==> src/rtl/lsu_pkg.sv <==
// Shared types and constants for the load/store unit: FSM states, RV32 funct3
// access encodings, fault cause codes and the default memory wait limit.
package lsu_pkg;

    typedef enum logic [1:0] {
        StIdle,
        StWait,
        StDone,
        StErr
    } state_t;

    localparam logic [2:0] F3Byte  = 3'b000;
    localparam logic [2:0] F3Half  = 3'b001;
    localparam logic [2:0] F3Word  = 3'b010;
    localparam logic [2:0] F3ByteU = 3'b100;
    localparam logic [2:0] F3HalfU = 3'b101;

    localparam logic [1:0] CauseNone     = 2'b00;
    localparam logic [1:0] CauseMisalign = 2'b01;
    localparam logic [1:0] CauseTimeout  = 2'b10;
    localparam logic [1:0] CauseIllegal  = 2'b11;

    localparam int unsigned MaxWaitDefault = 15;

    // Stores have no unsigned variants, so only the three size codes are legal.
    function automatic logic f3_legal(input logic [2:0] f3, input logic is_store);
        logic ok;
        ok = 1'b0;
        case (f3)
            F3Byte, F3Half, F3Word: ok = 1'b1;
            F3ByteU, F3HalfU:       ok = !is_store;
            default:                ok = 1'b0;
        endcase
        return ok;
    endfunction

endpackage

==> src/rtl/lsu_align.sv <==
// Combinational lane logic: store strobe/replication and alignment check for the
// incoming request, and lane select plus sign/zero extension for load data.
module lsu_align
    import lsu_pkg::*;
(
    input  logic [2:0]  req_funct3,
    input  logic [1:0]  req_off,
    input  logic [31:0] st_data,
    output logic [3:0]  st_strb,
    output logic [31:0] st_wdata,
    output logic        misaligned,
    input  logic [2:0]  ld_funct3,
    input  logic [1:0]  ld_off,
    input  logic [31:0] ld_rdata,
    output logic [31:0] ld_data
);

    logic [31:0] lane;

    always_comb begin
        st_strb    = 4'b1111;
        st_wdata   = st_data;
        misaligned = 1'b0;
        case (req_funct3[1:0])
            2'b00: begin
                st_strb  = 4'b0001 << req_off;
                st_wdata = {4{st_data[7:0]}};
            end
            2'b01: begin
                st_strb    = 4'b0011 << {req_off[1], 1'b0};
                st_wdata   = {2{st_data[15:0]}};
                misaligned = req_off[0];
            end
            default: begin
                st_strb    = 4'b1111;
                st_wdata   = st_data;
                misaligned = |req_off;
            end
        endcase
    end

    always_comb begin
        lane    = ld_rdata >> {ld_off, 3'b000};
        ld_data = lane;
        case (ld_funct3)
            F3Byte:  ld_data = {{24{lane[7]}}, lane[7:0]};
            F3Half:  ld_data = {{16{lane[15]}}, lane[15:0]};
            F3ByteU: ld_data = {24'h0, lane[7:0]};
            F3HalfU: ld_data = {16'h0, lane[15:0]};
            default: ld_data = ld_rdata;
        endcase
    end

endmodule

==> src/rtl/lsu.sv <==
// Load/store unit: IDLE/WAIT/DONE/ERR handshake FSM between the core and a
// ready-based memory port, with alignment, legality and timeout faults.
module lsu
    import lsu_pkg::*;
#(
    parameter int unsigned MAX_WAIT = MaxWaitDefault
) (
    input  logic        clk,
    input  logic        reset,
    input  logic        MemRead,
    input  logic        MemWrite,
    input  logic [2:0]  funct3,
    input  logic [31:0] ULAResult,
    input  logic [31:0] WriteData,
    output logic        mem_req,
    output logic        mem_we,
    output logic [31:0] mem_addr,
    output logic [31:0] mem_wdata,
    output logic [3:0]  mem_wstrb,
    input  logic [31:0] mem_rdata,
    input  logic        mem_ready,
    output logic [31:0] ReadData,
    output logic        Stall,
    output logic        Done,
    output logic        Fault,
    output logic [1:0]  FaultCause
);

    localparam logic [7:0] CntLast = 8'(MAX_WAIT - 1);

    state_t      state_q, state_d;
    logic [7:0]  cnt_q, cnt_d;
    logic [1:0]  cause_q, cause_d;
    logic [31:0] addr_q, wdata_q, rdata_q;
    logic [3:0]  wstrb_q;
    logic [2:0]  f3_q;
    logic        we_q;

    logic        req, illegal, misaligned, capture, load_done;
    logic [3:0]  st_strb;
    logic [31:0] st_wdata, ld_data;

    lsu_align u_align (
        .req_funct3 (funct3),
        .req_off    (ULAResult[1:0]),
        .st_data    (WriteData),
        .st_strb    (st_strb),
        .st_wdata   (st_wdata),
        .misaligned (misaligned),
        .ld_funct3  (f3_q),
        .ld_off     (addr_q[1:0]),
        .ld_rdata   (mem_rdata),
        .ld_data    (ld_data)
    );

    assign req     = MemRead | MemWrite;
    assign illegal = (MemRead & MemWrite) | !f3_legal(funct3, MemWrite);

    always_comb begin
        state_d   = state_q;
        cnt_d     = cnt_q;
        cause_d   = cause_q;
        capture   = 1'b0;
        load_done = 1'b0;
        case (state_q)
            StIdle: begin
                if (req) begin
                    if (illegal) begin
                        cause_d = CauseIllegal;
                        state_d = StErr;
                    end else if (misaligned) begin
                        cause_d = CauseMisalign;
                        state_d = StErr;
                    end else begin
                        capture = 1'b1;
                        cnt_d   = 8'd0;
                        state_d = StWait;
                    end
                end
            end
            StWait: begin
                // A ready on the last permitted cycle still completes the access.
                if (mem_ready) begin
                    load_done = !we_q;
                    state_d   = StDone;
                end else if (cnt_q == CntLast) begin
                    cause_d = CauseTimeout;
                    state_d = StErr;
                end else begin
                    cnt_d = cnt_q + 8'd1;
                end
            end
            StDone:  state_d = StIdle;
            StErr:   state_d = StIdle;
            default: state_d = StIdle;
        endcase
    end

    always_ff @(posedge clk) begin
        if (reset) begin
            state_q <= StIdle;
            cnt_q   <= 8'd0;
            cause_q <= CauseNone;
            addr_q  <= 32'h0;
            wdata_q <= 32'h0;
            wstrb_q <= 4'b0000;
            f3_q    <= 3'b000;
            we_q    <= 1'b0;
            rdata_q <= 32'h0;
        end else begin
            state_q <= state_d;
            cnt_q   <= cnt_d;
            cause_q <= cause_d;
            if (capture) begin
                addr_q  <= ULAResult;
                f3_q    <= funct3;
                we_q    <= MemWrite;
                wdata_q <= st_wdata;
                wstrb_q <= MemWrite ? st_strb : 4'b0000;
            end
            if (load_done) begin
                rdata_q <= ld_data;
            end
        end
    end

    assign mem_req    = (state_q == StWait);
    assign mem_we     = we_q;
    assign mem_addr   = {addr_q[31:2], 2'b00};
    assign mem_wdata  = wdata_q;
    assign mem_wstrb  = wstrb_q;
    assign ReadData   = rdata_q;
    assign Stall      = ((state_q == StIdle) & req) | (state_q == StWait);
    assign Done       = (state_q == StDone);
    assign Fault      = (state_q == StErr);
    assign FaultCause = Fault ? cause_q : CauseNone;

endmodule

==> config.mk <==
export PLATFORM = sky130hd
export DESIGN_NAME = lsu
export DESIGN_NICKNAME = d
export VERILOG_FILES = /design/src/rtl/lsu_pkg.sv /design/src/rtl/lsu_align.sv /design/src/rtl/lsu.sv
export SDC_FILE = /design/constraint.sdc
export NUM_CORES = 1
export LEC_CHECK = 0
export ABC_AREA = 1
export ABC_CLOCK_PERIOD_IN_PS = 3900
export CAP_MARGIN = 20
export CORE_MARGIN = 2
export CORE_UTILIZATION = 49
export DETAILED_ROUTE_END_ITERATION = 6
export PLACE_DENSITY_LB_ADDON = 0.08
export RECOVER_POWER = 50
export REMOVE_ABC_BUFFERS = 1
export SLEW_MARGIN = 40
export SYNTH_ARGS = -nofsm -noshare
export SYNTH_HDL_FRONTEND = slang
export SYNTH_SLANG_ARGS = --single-unit
==> constraint.sdc <==
create_clock -name clk -period 3.9 [get_ports clk]
set_clock_uncertainty 0.1 [all_clocks]
set_input_delay 0.975 -clock clk [delete_from_list [all_inputs] [get_ports clk]]
set_output_delay 0.975 -clock clk [all_outputs]
set_load 0.05 [all_outputs]
After elaboration in Yosys (flattened, before gate mapping)
Index checks and enable logic that the tools add are counted.
{"block": "word_totals", "regBits": 116, "out_inout_bits": 107}
{"block": "op_classes", "eq_ne": 20, "n_mux": 31, "shift": 3, "bitwise": 5, "add_sub_neg": 1, "n_reduce_logical": 15}
{"operator": "$pmux W32 S4", "n": 1}
{"operator": "$pmux W32 S2", "n": 1}
{"operator": "$mux W8", "n": 5}
{"operator": "$shr A32 B5 Y16", "n": 1}
{"operator": "$mux W2", "n": 11}
{"operator": "$pmux W8 S2", "n": 1}
{"operator": "$eq A3 B3 Y1 const B", "n": 4}
{"operator": "$ne A2 B2 Y1 const B", "n": 5}
{"operator": "$add A8 B1 Y8 const B", "n": 1}
{"operator": "$eq A8 B4 Y1 const B", "n": 1}
{"operator": "$pmux W4 S2", "n": 1}
{"operator": "$eq A3 B1 Y1 const B", "n": 2}
{"operator": "$logic_not A3 Y1", "n": 2}
{"operator": "$mux W1", "n": 6}
{"operator": "$pmux W2 S3", "n": 1}
{"operator": "$reduce_and A6 Y1", "n": 1}
{"operator": "$reduce_or A2 Y1", "n": 3}
{"operator": "$reduce_and A5 Y1", "n": 1}
{"operator": "$eq A2 B1 Y1 const B", "n": 2}
{"operator": "$eq A2 B2 Y1 const B", "n": 2}
{"operator": "$logic_not A2 Y1", "n": 2}
{"operator": "$mux W4", "n": 1}
{"operator": "$pmux W1 S2", "n": 2}
{"operator": "$pmux W2 S2", "n": 1}
{"operator": "12 further kinds", "n": 17}

Depth between registers and ports, before layout
{"block": "logic_depth", "depth_word": 8, "mapped_depth": 10}

Modules after synthesis
Synthesis repeated with hierarchy kept, for this count alone.
{"block": "hier_totals", "cells_unflattened": 919, "area_unflattened_um2": 6065.8}
{"module": "lsu", "cells_each": 615, "seq_area_each_um2": 2322.2, "area_each_um2": 4628.2, "instances": 1}
{"module": "lsu_align", "cells_each": 304, "seq_area_each_um2": 0.0, "area_each_um2": 1437.6, "instances": 1}

Least setup slack after synthesis
OpenSTA, ideal clock, no wires.
{"block": "synth_timing", "kind": "input to output", "startpoint": "in MemWrite", "endpoint": "out Stall", "t_arrival_ns": 1.665, "cell_stages": 3, "setup_slack_ns": 1.160, "n_path_buf": 0, "required_ns": 2.825, "cell_sequence": "or2_2 > nand2_1 > nand2_1"}
{"block": "synth_via", "elab_chain_cells": 3}
{"item": "start, declared", "line_no": "lsu.sv:11", "rtl": "input logic MemWrite,"}
{"item": "$or A1 B1 Y1", "line_no": "lsu.sv:56", "rtl": "assign req = MemRead | MemWrite;"}
{"item": "$and A1 B1 Y1", "line_no": "lsu.sv:133", "rtl": "assign Stall = ((state_q == StIdle) & req) | (state_q == StWait);"}
{"item": "$or A1 B1 Y1", "line_no": "lsu.sv:133"}
{"item": "end, declared", "line_no": "lsu.sv:23", "rtl": "output logic Stall,"}
No other way between the ends.

Worst setup path after layout
Ends and elaborated chain as after synthesis.

==> impl_metrics.toml <==
[timing]
drv_slew = 0
hold_violations = 0
final.min_clock_period_ps = 3359
relSlewSlack_pct = 24.72
fmax_ghz = 0.2977
worst_slack_ps = 540.7
timing.setup.tns_ps = 0
rsz0062_at_grt = "false"
finalSetupViolations = 0
fin_crit_sh_pct = 86.14
worstMarginPinSlew_ps = 1129

[cts]
numCtsBuffers = 17
cts_buffer_depth = 2
htree_levels = 4
cts_setup_buffers = 0
cts-resized-gates = 0
cts-root-buf = "clkbuf_16"
cts_tree = "built"
cts.sink_count = 116
clkLatencyLatePin_ps = 410
cts.clk_slew.worst_paths_ps = 50
ctsHoldBuffers = 0

[placement]
io_buffer_count = 208
place_hpwl_microns = 11030
pre_cts_slack_ps = 671.4
gp_congestion = 0.8587

[setup_path]
path_buf_inv = 2
cp_max_fo = 3
cpPeakStageDelay_ps = 560
criticalPathCategory = "in -> out"
rr_endpoint = "ReadData[23]$_SDFFE_PP0P_"
cp.arrival_ps = 2280
start_kind = "input pin"
worstPathRequired_ps = 2820
crit_family = "buffers and inverters"
cp_slowest_cell = "dlygate4sd3_1"
crit_path_end_kind = "primary output"
setup.worst_path.start = "MemWrite"
worst_path_most_repeated_cell = "nand2_1"
reg2reg_depth = 6
regToRegSetupSlack_ps = 1420
r2r_start = "state_q[0]$_SDFFE_PP0P_"
path_cells = "dlygate4sd3_1, or2_2, nand2_1, nand2_1, buf_4"

[detailed_routing]
vias_per_cell = 5.055
final_antenna_net_count = 0
routed_wl_microns = 16180
drt_drc_violations_left = 0
num_vias = 5995
drt_pre_antenna_iters = 7
initialDrtViolationCount = 403
wl_per_cell_microns = 13.64

[global_routing]
grt_pass1_vias = 5493
grt_usage_pct = 25.75
grt_max_degree = 73
antenna_found_initial = 0
grt_pass1_wl_microns = 26410
grt-ovfl-total = 0

[worst_hold_path]
hp-class = "reg -> reg"
worst_hold_path.endpoint = "mem_wdata[2]$_SDFFE_PP0P_"
worstHoldStart = "mem_wdata[2]$_SDFFE_PP0P_"
whs_path_depth = 2

[final_layout]
antennaDiodeCount = 0
final.fill_count = 980
fin_nets = 1138
multi_input_area_sq_um = 2759
layout-drive-gt1-share_pct = 5.081
area_delta_synth_final_pct = 42.49
register_area_sq_um = 2322

[logic_synthesis]
ys_async_sr_fraction_pct = 0
ys.flop_type = "dfxtp_1"
ys_top_cells_by_area = "dfxtp_1, nand2_1, a21oi_1"
ys_ff_latch = 116
avgSynthCellArea_sq_um = 6.578
yosysWarnings = 0
yosysSeqAreaShare_pct = 40.25
synth_top_area_share_pct = 40.25
yosys.area.top_type = "dfxtp_1"
synthCells = 877
ys_types = 30
syn_area_sq_um = 5769
synth_edf_count = 0

[status]
status = "complete, no violations"

[floorplan]
core-area_sq_um = 11470
pin_count = 211
rows = 39
dieArea_sq_um = 12660
start_util_pct = 50.31
die_width_microns = 112.5
die_y_microns = 112.5

[power]
p_clk_share_pct = 41.8
combinationalPowerShare_pct = 22.9
p_switching_mw = 1.102
sw_frac_of_total_pct = 29.93
power_frac_seq_pct = 35.3
p_leak_nw = 3.528
internal_power_mw = 2.581
p_per_area_nw_per_um2 = 448.0
ir_drop_mv = 0.3170

[run]
cap_violations = 0
==> power groups by stage <==
stage	Combinational, mW	Clock, mW	Sequential (mW)
after CTS	0.862	1.56	1.30
after floorplan	0.284	0	1.54
after global routing	0.910	1.62	1.31
after global placement	0.850	0	1.32
final	0.842	1.54	1.30
after detailed placement	0.855	0	1.32
==> per-stage QoR <==
step / hold WS [ps] / cell area, sq um / util [%] / power (mW) / instances
6_report: 357.0 / 8220 / 71.69 / 3.683 / 1186
5_1_grt: 372.5 / 8220 / 71.69 / 3.834 / 1186
4_1_cts: 362.2 / 8223 / 71.71 / 3.725 / 1186
3_5_place_dp: 354.3 / 7647 / 66.69 / 2.180 / 1156
3_3_place_gp: 350.4 / 7647 / 66.69 / 2.173 / 1156
2_1_floorplan: 333.2 / 5291 / - / 1.824 / 795
==> worst min-delay path, stage by stage, from the launching register on <==
cell and delay (ps):
dfxtp_1 300, nand2_1 50, a21oi_1 50
==> flip-flops by register name, indices dropped and copies added, names as in the netlist <==
name / cells
mem_wdata: 32
cnt_q: 8
state_q: 2
addr_q: 32
f3_q: 3
cause_q: 2
ReadData: 32
mem_we: 1
mem_wstrb: 4
==> worst max-delay path by stage <==
stage	to	slack, ps	depth (start not counted)
global route	Stall	470	5
finish	Stall	540	5
global placement	Stall	670	5
floorplan	addr_q[0]$_SDFFE_PP0P_	430	7
CTS	Stall	670	5
detailed placement	Stall	670	5
==> synth_stat cells, types with 7 or more instances <==
cell,n
a21oi_1,100
nand4_1,7
o211ai_1,8
buf_2,16
buf_4,32
inv_1,53
dfxtp_1,116
clkbuf_1,28
nand3_1,49
o21ai_0,59
or2_2,9
nand2_1,312
nor2_1,55
==> per-layer routing <==
| layer | routed length (microns) | global-route usage, % |
|---|---|---|
| met2 | 7390 | 40.20 |
| met1 | 7053 | 32.37 |
| met5 | 0 | 0 |
| met4 | 291 | 9.756 |
| met3 | 1444 | 9.935 |
==> kinds of logic (layout without fill, tap and decap cells) <==
| group | after synthesis | in the layout | share of synthesized area (%) |
|---|---|---|---|
| AND/OR/NAND/NOR | 439 | 439 | 30.90 |
| AO/OA/AOI/OAI | 178 | 178 | 16.05 |
| buffers and inverters | 139 | 304 | 11.99 |
| flip-flops | 116 | 116 | 40.25 |
| adder cells (fa/ha/maj) | 2 | 2 | 0.4337 |
| XOR/XNOR | 2 | 2 | 0.3037 |
| other | 1 | 2 | 0.06500 |
==> area by class of cell <==
class	count	area share, %
timing repair buffer	218	26.45
sequential	116	28.25
multi-input combinational	623	33.56
inverter	56	2.557
clock buffer	25	5.784
clock inverter	5	1.218
tap	143	2.177
==> layout by cell type (no fill, tap or decap), types with 2 or more instances in the layout <==
cell,count
clkbuf_8,2
conb_1,2
dfxtp_1,116
nor3_1,2
buf_4,9
ha_1,2
nand2_1,312
o21ai_1,2
clkinv_2,2
a21oi_1,100
xnor2_1,2
bufinv_16,3
inv_1,53
clkbuf_1,6
nand4_1,7
o21ai_0,63
nor2_1,55
or2_2,9
dlygate4sd3_1,81
a31oi_1,2
clkdlybuf4s50_1,125
inv_2,3
o211ai_1,8
clkbuf_16,17
buf_12,2
nand3_1,49
No activity file was read; power rests on OpenSTA's default activity.
